## config.mk

```make
export PLATFORM = sky130hd
export DESIGN_NAME = demux_16b_4output_buf_flat
export DESIGN_NICKNAME = d
export VERILOG_FILES = /design/src/rtl/demux_16b_4output_buf_pkg.sv /design/src/rtl/demux_16b_4output_buf_if.sv /design/src/rtl/demux_16b_4output_buf_slot.sv /design/src/rtl/demux_16b_4output_buf.sv /design/src/flat_wrapper.sv
export SDC_FILE = /design/constraint.sdc
export NUM_CORES = 1
export LEC_CHECK = 0
export CAP_MARGIN = 10
export CORE_ASPECT_RATIO = 1.5
export CORE_MARGIN = 4
export CORE_UTILIZATION = 42
export DETAILED_ROUTE_END_ITERATION = 10
export PLACE_DENSITY = 0.77
export RECOVER_POWER = 25
export SKIP_CTS_REPAIR_TIMING = 1
export SLEW_MARGIN = 10
export SYNTH_ARGS = -nofsm -noshare
export SYNTH_HDL_FRONTEND = slang
export SYNTH_SLANG_ARGS = --single-unit
```

## constraint.sdc

```tcl
create_clock -name CLK -period 1.8 [get_ports CLK]
set_clock_uncertainty 0.05 [all_clocks]
set_input_delay 0.45 -clock CLK [delete_from_list [all_inputs] [get_ports CLK]]
set_output_delay 0.45 -clock CLK [all_outputs]
set_load 0.1 [all_outputs]
```

## src/rtl/demux_16b_4output_buf_pkg.sv

```systemverilog
// Shared definitions for the one-to-four registered distributor: default
// widths, destination codes (the same codes the four-input selector uses
// for its Op, so both blocks stay symmetric) and the slot state encoding.
package demux_16b_4output_buf_pkg;

    localparam int DEFAULT_WIDTH = 16;
    localparam int DEFAULT_CNT_W = 16;

    localparam logic [1:0] DST_A = 2'd0;
    localparam logic [1:0] DST_B = 2'd1;
    localparam logic [1:0] DST_C = 2'd2;
    localparam logic [1:0] DST_D = 2'd3;

    typedef enum logic {
        EMPTY = 1'b0,
        FULL  = 1'b1
    } slot_state_t;

    // One-hot slot select for a destination code.
    function automatic logic [3:0] dst_onehot(input logic [1:0] op);
        return 4'b0001 << op;
    endfunction

endpackage

```

## src/rtl/demux_16b_4output_buf_if.sv

```systemverilog
// Bus bundle for the distributor: the source side (In/Op/In_Valid/In_Ready),
// the four consumer slots (Out_x/Valid_x/Ready_x) and the accept counter.
// master = source and consumers; slave = the distributor itself.
interface demux_16b_4output_buf_if
    import demux_16b_4output_buf_pkg::*;
#(
    parameter int WIDTH = DEFAULT_WIDTH,
    parameter int CNT_W = DEFAULT_CNT_W
);

    logic [WIDTH-1:0] In;
    logic [1:0]       Op;
    logic             In_Valid;
    logic             In_Ready;

    logic [WIDTH-1:0] Out_A;
    logic [WIDTH-1:0] Out_B;
    logic [WIDTH-1:0] Out_C;
    logic [WIDTH-1:0] Out_D;

    logic             Valid_A;
    logic             Valid_B;
    logic             Valid_C;
    logic             Valid_D;

    logic             Ready_A;
    logic             Ready_B;
    logic             Ready_C;
    logic             Ready_D;

    logic [CNT_W-1:0] Accept_Count;

    modport master (
        output In, Op, In_Valid,
        output Ready_A, Ready_B, Ready_C, Ready_D,
        input  In_Ready,
        input  Out_A, Out_B, Out_C, Out_D,
        input  Valid_A, Valid_B, Valid_C, Valid_D,
        input  Accept_Count
    );

    modport slave (
        input  In, Op, In_Valid,
        input  Ready_A, Ready_B, Ready_C, Ready_D,
        output In_Ready,
        output Out_A, Out_B, Out_C, Out_D,
        output Valid_A, Valid_B, Valid_C, Valid_D,
        output Accept_Count
    );

endinterface

```

## src/rtl/demux_16b_4output_buf_slot.sv

```systemverilog
// Single-entry holding slot. A load always wins: a full slot that drains and
// loads in the same cycle stays FULL with the new word, so a consumer that
// keeps ready high sees one word per cycle with valid never dropping.
module demux_slot_16b
    import demux_16b_4output_buf_pkg::*;
#(
    parameter int WIDTH = DEFAULT_WIDTH
) (
    input  logic             CLK,
    input  logic             Reset_n,
    input  logic             load,
    input  logic [WIDTH-1:0] load_data,
    input  logic             ready,
    output logic             valid,
    output logic [WIDTH-1:0] data,
    output logic             can_accept
);

    slot_state_t      state_q;
    slot_state_t      state_d;
    logic [WIDTH-1:0] data_q;

    // Slot state register; reset discards any held word.
    always_ff @(posedge CLK or negedge Reset_n) begin
        if (!Reset_n) begin
            state_q <= EMPTY;
        end else begin
            state_q <= state_d;
        end
    end

    // Data register only moves on a load to this slot.
    always_ff @(posedge CLK or negedge Reset_n) begin
        if (!Reset_n) begin
            data_q <= '0;
        end else if (load) begin
            data_q <= load_data;
        end
    end

    // Next state and handshake outputs; ready on an empty slot is ignored.
    always_comb begin
        state_d    = state_q;
        valid      = 1'b0;
        can_accept = 1'b1;
        case (state_q)
            EMPTY: begin
                if (load) begin
                    state_d = FULL;
                end
            end
            FULL: begin
                valid      = 1'b1;
                can_accept = ready;
                if (!load && ready) begin
                    state_d = EMPTY;
                end
            end
            default: begin
                state_d = EMPTY;
            end
        endcase
    end

    assign data = data_q;

endmodule

```

## src/rtl/demux_16b_4output_buf.sv

```systemverilog
// One-to-four registered distributor. Decodes Op into a one-hot load, selects
// In_Ready from the addressed slot only, and counts accepted words (wrapping).
module demux_16b_4output_buf
    import demux_16b_4output_buf_pkg::*;
#(
    parameter int WIDTH = DEFAULT_WIDTH,
    parameter int CNT_W = DEFAULT_CNT_W
) (
    input  logic                     CLK,
    input  logic                     Reset_n,
    demux_16b_4output_buf_if.slave   bus
);

    logic [3:0]       load;
    logic [3:0]       ready;
    logic [3:0]       valid;
    logic [3:0]       can_accept;
    logic [WIDTH-1:0] data [4];
    logic             accept;
    logic [CNT_W-1:0] count_q;

    assign ready    = {bus.Ready_D, bus.Ready_C, bus.Ready_B, bus.Ready_A};
    assign bus.In_Ready = can_accept[bus.Op];
    assign accept   = bus.In_Valid & bus.In_Ready;
    assign load     = accept ? dst_onehot(bus.Op) : 4'b0000;

    for (genvar i = 0; i < 4; i++) begin : g_slot
        demux_slot_16b #(
            .WIDTH      (WIDTH)
        ) u_slot (
            .CLK        (CLK),
            .Reset_n    (Reset_n),
            .load       (load[i]),
            .load_data  (bus.In),
            .ready      (ready[i]),
            .valid      (valid[i]),
            .data       (data[i]),
            .can_accept (can_accept[i])
        );
    end

    assign bus.Out_A   = data[DST_A];
    assign bus.Out_B   = data[DST_B];
    assign bus.Out_C   = data[DST_C];
    assign bus.Out_D   = data[DST_D];
    assign bus.Valid_A = valid[DST_A];
    assign bus.Valid_B = valid[DST_B];
    assign bus.Valid_C = valid[DST_C];
    assign bus.Valid_D = valid[DST_D];

    // Accepted-word counter, free-running wrap with no saturation.
    always_ff @(posedge CLK or negedge Reset_n) begin
        if (!Reset_n) begin
            count_q <= '0;
        end else if (accept) begin
            count_q <= count_q + 1'b1;
        end
    end

    assign bus.Accept_Count = count_q;

endmodule

```

## src/flat_wrapper.sv

```systemverilog
// flat-port wrapper written by rule: the top's interface ports become plain ports
module demux_16b_4output_buf_flat import demux_16b_4output_buf_pkg::*;
#(
    parameter int WIDTH = DEFAULT_WIDTH,
    parameter int CNT_W = DEFAULT_CNT_W
)
  (CLK, Reset_n, bus_In, bus_Op, bus_In_Valid, bus_Ready_A, bus_Ready_B, bus_Ready_C, bus_Ready_D, bus_In_Ready, bus_Out_A, bus_Out_B, bus_Out_C, bus_Out_D, bus_Valid_A, bus_Valid_B, bus_Valid_C, bus_Valid_D, bus_Accept_Count);
  demux_16b_4output_buf_if #(.WIDTH(WIDTH), .CNT_W(CNT_W)) bus_i ();
  input  logic CLK;
  input  logic Reset_n;
  input wire logic [$bits(bus_i.In)-1:0] bus_In;
  input wire logic [$bits(bus_i.Op)-1:0] bus_Op;
  input wire logic [$bits(bus_i.In_Valid)-1:0] bus_In_Valid;
  input wire logic [$bits(bus_i.Ready_A)-1:0] bus_Ready_A;
  input wire logic [$bits(bus_i.Ready_B)-1:0] bus_Ready_B;
  input wire logic [$bits(bus_i.Ready_C)-1:0] bus_Ready_C;
  input wire logic [$bits(bus_i.Ready_D)-1:0] bus_Ready_D;
  output wire logic [$bits(bus_i.In_Ready)-1:0] bus_In_Ready;
  output wire logic [$bits(bus_i.Out_A)-1:0] bus_Out_A;
  output wire logic [$bits(bus_i.Out_B)-1:0] bus_Out_B;
  output wire logic [$bits(bus_i.Out_C)-1:0] bus_Out_C;
  output wire logic [$bits(bus_i.Out_D)-1:0] bus_Out_D;
  output wire logic [$bits(bus_i.Valid_A)-1:0] bus_Valid_A;
  output wire logic [$bits(bus_i.Valid_B)-1:0] bus_Valid_B;
  output wire logic [$bits(bus_i.Valid_C)-1:0] bus_Valid_C;
  output wire logic [$bits(bus_i.Valid_D)-1:0] bus_Valid_D;
  output wire logic [$bits(bus_i.Accept_Count)-1:0] bus_Accept_Count;
  assign bus_i.In = bus_In;
  assign bus_i.Op = bus_Op;
  assign bus_i.In_Valid = bus_In_Valid;
  assign bus_i.Ready_A = bus_Ready_A;
  assign bus_i.Ready_B = bus_Ready_B;
  assign bus_i.Ready_C = bus_Ready_C;
  assign bus_i.Ready_D = bus_Ready_D;
  assign bus_In_Ready = bus_i.In_Ready;
  assign bus_Out_A = bus_i.Out_A;
  assign bus_Out_B = bus_i.Out_B;
  assign bus_Out_C = bus_i.Out_C;
  assign bus_Out_D = bus_i.Out_D;
  assign bus_Valid_A = bus_i.Valid_A;
  assign bus_Valid_B = bus_i.Valid_B;
  assign bus_Valid_C = bus_i.Valid_C;
  assign bus_Valid_D = bus_i.Valid_D;
  assign bus_Accept_Count = bus_i.Accept_Count;
  demux_16b_4output_buf #(.WIDTH(WIDTH), .CNT_W(CNT_W)) u_core (.CLK(CLK), .Reset_n(Reset_n), .bus(bus_i));
endmodule
```

==> summary.md, run 1 <==
| Metric | Value |
|---|---|
| Outcome | `finished, violations left` |
| Failing checks | `setup timing` |
| Relative slew slack | `0.6804` |
| Post-synthesis sequential area ratio | `0.6118` |
| Root buf cell | `clkbuf_16` |
| Combinational share of power | `0.547` |
| Worst-path fanout max | `3` |
| Unrepaired setup endpoints after global routing | `yes` |
| Max Cap Violations | `0` |
| WP data arrival | `between 1.5 and 2 ns` |
| Largest net degree at the start of global routing | `27` |
| First-pass GRT wire length | `about 14000 um` |
| Area grow syn2layout | `77.82%` |
| Clock Power Share | `0.172` |
| GRT Residual Overflow | `0` |
| DRC | `0` |
| Most common cell after layout, fill and taps aside | `buf_12` |
| Slew @ Worst Pin | `about 0.48 ns` |
| Area of the core | `8008 um^2` |
| CP Capture Type | `output pin` |
| Gr usage total | `0.1916` |
| Unique cell type count in the Yosys netlist | `30` |
| RePlAce Congestion | `slightly above 0.8` |
| Final instance area | `approximately 6100 um^2` |
| Vias in the first global route | `around 2600` |
| TNS Setup | `-2.716 ns` |
| Pins Over Slew Limit | `0` |
| DR top layer | `met4` |
| Average cell area after synthesis | `15.48 um^2` |
| Top cell type's share of synthesized area | `0.6118` |
| Layout cell share with drive strength beyond 1 | `0.6066` |
| #FFs+latches synth | `84` |
| Critical path type | `flip-flop to output pin` |
| Drt total wl | `~9400 um` |
| Net Sw Frac | `0.4684` |
| Diode count | `0` |
| Number of synthesized flops with an enable pin | `0` |
| CTS clk-pin slew, worst paths | `0.05 ns` |
| Starting Density | `0.4291` |
| Post-layout net count | `~380` |
| Largest area contributor in the netlist | `dfrtp_1` |
| Ranking of synthesized cells by area | `dfrtp_1 61%, mux2_2 18%, mux2_4 3.9%` |
| Pwr dens | `between 1500 and 2000 nW/um^2` |
| Most frequent cells in the layout | `88 x buf_12, 75 x dfrtp_1, 55 x mux2_2` |
| Async set-or-reset flop fraction in the synthesized netlist | `1.000` |
| Post-route setup slack | `-0.5322 ns` |
| Die Y | `around 120 um` |
| Post-DP HPWL | `6492 um` |
| Net Sw Power | `roughly 4.6 mW` |
| DR vias | `2374` |
| Ports | `between 100 and 150` |
| H-tree levels | `3` |
| Post-Syn Nets | `between 200 and 250` |
| Flop pwr share | `0.281` |
| Internal power | `5.209 mW` |
| Critical Path Source Type | `flip-flop` |
| Leak Pwr | `2.752 nW` |
| Met3 WL | `545 um` |
| Die ar. | `slightly below 10000 um^2` |
| Crit path time final | `2.332 ns` |
| Skew-Pair Late Insertion Delay | `about 0.34 ns` |
| First drt pass iteration count | `4` |
| Post-Syn Area | `3436 um^2` |
| Port buffer count | `109` |
| Final count of hold timing violations | `0` |
| Ys Warns | `0` |
| Final period utilization | `1.296` |
| Mapped Cells | `222` |
| Pwr Total | `9.798 mW` |
| WL/cell | `20.17 um` |
| Met2 WL | `5358 um` |
| Antenna violations before repair | `0` |
| FP Rows | `40` |
| Area after DPL | `~5700 um^2` |
| Post-route ant nets | `0` |
| Hold Path Class | `input pin to flip-flop` |
| Iteration-0 DRC Markers | `approximately 110` |
| TritonCTS clock tree | `yes` |
| Final setup violation count | `16` |
| CTS sink cnt | `between 80 and 90` |
| Highest clock rate | `about 0.43 GHz` |
| DR vias/cell | `between 5 and 6` |
| M1 wire length | `approximately 3300 um` |
| Dominant synthesized flop cell | `dfrtp_1` |
| CTS buffer count | `9` |
| Required time worst endpoint | `between 1 and 1.5 ns` |
| Clock Path Buffers | `2` |
| Maximum vdd drop | `around 1100 uV` |
| Die Wd | `81.85 um` |
[cell families (layout without fill, tap and decap cells)]
| group | count (synthesis) | count (layout) | synth area share |
|---|---|---|---|
| muxes | 66 | 66 | 0.2294 |
| DFF | 84 | 84 | 0.6118 |
| AOI/OAI and AO/OA | 1 | 1 | 0.001455 |
| adders and majority gates | 1 | 1 | 0.003641 |
| and+or+nand+nor | 42 | 42 | 0.09177 |
| xor gates and xnor gates | 15 | 15 | 0.03824 |
| buffers and inverters | 13 | 152 | 0.02367 |
[power groups by stage]
stage | Clock (mW) | Sequential, mW | Combinational [mW]
after CTS | 1.72 | 2.76 | 5.33
after detailed placement | 0 | 2.79 | 5.33
after floorplan | 0 | 5.36 | 0.526
final | 1.69 | 2.75 | 5.36
after global placement | 0 | 2.76 | 5.28
after global routing | 1.81 | 2.80 | 5.48
[metrics by stage]
| stage | instances | worst slack [ns] | hold WS, ns | util |
|---|---|---|---|---|
| final | 466 | -0.5322 | 0.4097 | 0.7630 |
| after global routing | 466 | -0.5736 | 0.4266 | 0.7630 |
| after CTS | 463 | -0.6004 | -0.06111 | 0.7439 |
| after detailed placement | 448 | -0.6698 | 0.2995 | 0.7102 |
| after global placement | 448 | -0.5948 | 0.2984 | 0.7102 |
| after floorplan | 222 | -0.5028 | 0.1044 | - |
[worst max-delay path, cell delays in order (launching register included)]
cell and delay, ns:
dfrtp_4 0.49, nor2b_4 0.14, mux4_2 0.56, clkinvlp_4 0.14, buf_12 0.17
[final timing paths]
path	start	to	slack (ns)	cells past startpoint
worst max register to register	u_core.g_slot[3].u_slot.state_q	u_core.bus.Accept_Count[9]	-0.20	6
worst max-delay path	u_core.g_slot[3].u_slot.state_q	bus_In_Ready	-0.53	4
max in group asynchronous	Reset_n	u_core.bus.Accept_Count[0]	0.33	3
worst min-delay path	bus_Ready_A	u_core.g_slot[0].u_slot.state_q	0.41	3
min in group asynchronous	Reset_n	u_core.g_slot[2].u_slot.data[2]	0.56	2
worst min register to register	u_core.bus.Accept_Count[5]	u_core.bus.Accept_Count[5]	0.46	1
[sequential cells by signal, indices dropped and copies added, names as in the netlist]
signal / cells
u_core.g_slot.u_slot.data: 64
u_core.bus.Accept_Count: 16
u_core.g_slot.u_slot.state_q: 4
[Yosys cell counts, types with 3 or more instances]
cell type and instances:
dfrtp_1 84, mux2_2 55, mux2_4 9, nor3_2 9, xor2_1 9, nand2_1 6, xnor2_1 6, inv_1 5
nand3_1 5, buf_6 3, nor4_1 3
[per-layer routing]
metal,global-route usage,up-vias
li1,-,1054
met5,0,-
met3,0.04421,15
met2,0.3365,75
met4,0.09563,0
met1,0.2075,1230
[layout make-up]
cell class / instances / area (um^2)
Multi-Input combinational cell: 125 / 1383
Sequential cell: 84 / 2123
Clock buffer: 13 / 260.3
Clock inverter: 2 / 10.01
Inverter: 5 / 22.52
Tap cell: 105 / 131.4
Timing Repair Buffer: 132 / 2180
Fill cell: 465 / 1898
Power figures use the tool's default switching activity.
==> run 2: changes to the inputs <==
TNS_END_PERCENT = 30   (was default)
==> run 2 against run 1 <==
Against the previous run: the run still ends with setup timing left; via count grew 0.25%; routed wire length grew 5.1%; clock power grew 8%; critical endpoint unchanged; largest cell class unchanged.
==> summary.md, run 2 (synthesized netlist as in run 1, its figures left out) <==
| Metric | Value |
|---|---|
| GRT Residual Overflow | `0` |
| Hold Path Class | `input pin to async pin` |
| Diode count | `0` |
| Outcome | `finished, violations left` |
| Unrepaired setup endpoints after global routing | `yes` |
| Skew-Pair Late Insertion Delay | `roughly 0.33 ns` |
| Antenna violations before repair | `0` |
| Starting Density | `0.4291` |
| TritonCTS clock tree | `yes` |
| Iteration-0 DRC Markers | `64` |
| Die Y | `between 100 and 150 um` |
| Post-route ant nets | `0` |
| Final setup violation count | `17` |
| First-pass GRT wire length | `roughly 14000 um` |
| Required time worst endpoint | `roughly 1.3 ns` |
| Post-DP HPWL | `6741 um` |
| Final count of hold timing violations | `0` |
| Pwr dens | `~1600 nW/um^2` |
| RePlAce Congestion | `0.8443` |
| Worst-path fanout max | `3` |
| Final period utilization | `1.275` |
| Critical Path Source Type | `flip-flop` |
| CTS sink cnt | `84` |
| DRC | `0` |
| Post-route setup slack | `-0.4953 ns` |
| Maximum vdd drop | `approximately 1100 uV` |
| Pins Over Slew Limit | `0` |
| H-tree levels | `3` |
| Final core utilization | `0.7697` |
| DR vias/cell | `around 5.1` |
| Max Cap Violations | `0` |
| First drt pass iteration count | `4` |
| Area after DPL | `approximately 5700 um^2` |
| DR vias | `roughly 2400` |
| Area of the core | `~8000 um^2` |
| WL/cell | `21.01 um` |
| Min Hold Slack | `about 0.15 ns` |
| Relative slew slack | `0.4628` |
| M1 wire length | `approximately 3300 um` |
| Crit path time final | `2.295 ns` |
| WP data arrival | `1.80 ns` |
| Die ar. | `around 10000 um^2` |
| CTS clk-pin slew, worst paths | `approximately 0.06 ns` |
| Slew @ Worst Pin | `a little over 0.8 ns` |
| Met3 WL | `between 500 and 600 um` |
| Fin cells | `470` |
| Largest net degree at the start of global routing | `31` |
| Inst Count DP | `roughly 450` |
| Gr usage total | `0.1992` |
| Layout cell share with drive strength beyond 1 | `0.6110` |
| Die Wd | `81.85 um` |
| Critical path type | `flip-flop to output pin` |
| Vias in the first global route | `approximately 2600` |
| FP Rows | `40` |
| Highest clock rate | `approximately 0.44 GHz` |
| Port buffer count | `approximately 110` |
| Ports | `between 100 and 150` |
| CP Capture Type | `output pin` |
| Failing checks | `setup timing` |
| Clock Path Buffers | `2` |
| Leak Pwr | `around 2.8 nW` |
| Met2 WL | `5820 um` |
| Final instance area | `around 6200 um^2` |
| Most frequent cells in the layout | `89 x buf_12, 75 x dfrtp_1, 51 x mux2_2` |
| Post-layout net count | `about 390` |
| Root buf cell | `clkbuf_16` |
| Drt total wl | `about 10000 um` |
| Area grow syn2layout | `79.39%` |
| CTS buffer count | `9` |
| DR top layer | `met4` |
| Most common cell after layout, fill and taps aside | `buf_12` |
| Max reg flops | `64` |
==> run 2: where the power goes <==
| part | leakage, nW | total [mW] | internal [mW] | switching, mW |
|---|---|---|---|---|
| Clock | 0.144 | 1.83 | 1.15 | 0.680 |
| Sequential | 0.994 | 2.77 | 2.29 | 0.483 |
| Combinational | 1.65 | 5.41 | 1.96 | 3.45 |
| Total | 2.79 | 10.0 | 5.40 | 4.62 |
==> run 2: through the flow <==
step / total power [mW] / setup slack (ns) / setup TNS (ns)
6_report: 10.02 / -0.4953 / -3.501
5_1_grt: 10.31 / -0.5199 / -4.850
4_1_cts: 9.974 / -0.6028 / -6.896
3_5_place_dp: 8.129 / -0.6643 / -32.05
3_3_place_gp: 8.046 / -0.5994 / -31.39
2_1_floorplan: 5.883 / -0.5028 / -8.081
==> run 2: path summary, 6_finish.rpt <==
kind | start | endpoint | slack, ns | cells past startpoint
min in group CLK | bus_Ready_C | u_core.g_slot[2].u_slot.state_q | 0.46 | 3
min reg2reg | u_core.bus.Accept_Count[5] | u_core.bus.Accept_Count[5] | 0.46 | 1
max in group asynchronous | Reset_n | u_core.g_slot[2].u_slot.data[9] | 0.46 | 2
min | Reset_n | u_core.g_slot[0].u_slot.data[1] | 0.15 | 1
max | u_core.g_slot[2].u_slot.state_q | bus_In_Ready | -0.50 | 4
max reg2reg | u_core.g_slot[2].u_slot.state_q | u_core.bus.Accept_Count[4] | -0.32 | 7
==> run 2: layout make-up <==
cell class                 instances  area [um^2]
timing repair buffer             135         2206
sequential                        84         2123
fill                             458         1844
multi-input combinational        125         1383
clock buffer                      15        267.8
tap                              105        131.4
clock inverter                     1        30.03
inverter                           5        22.52
==> run 2: critical path, stage by stage (launching register included) <==
cell	delay, ns
dfrtp_4	0.49
nor2b_4	0.14
mux4_2	0.53
clkinvlp_4	0.13
buf_12	0.17
==> run 2: per-layer routing <==
metal	track usage	vias up
met5	0	-
met4	0.06965	0
met3	0.05945	15
met2	0.3527	81
met1	0.2185	1233
li1	-	1051
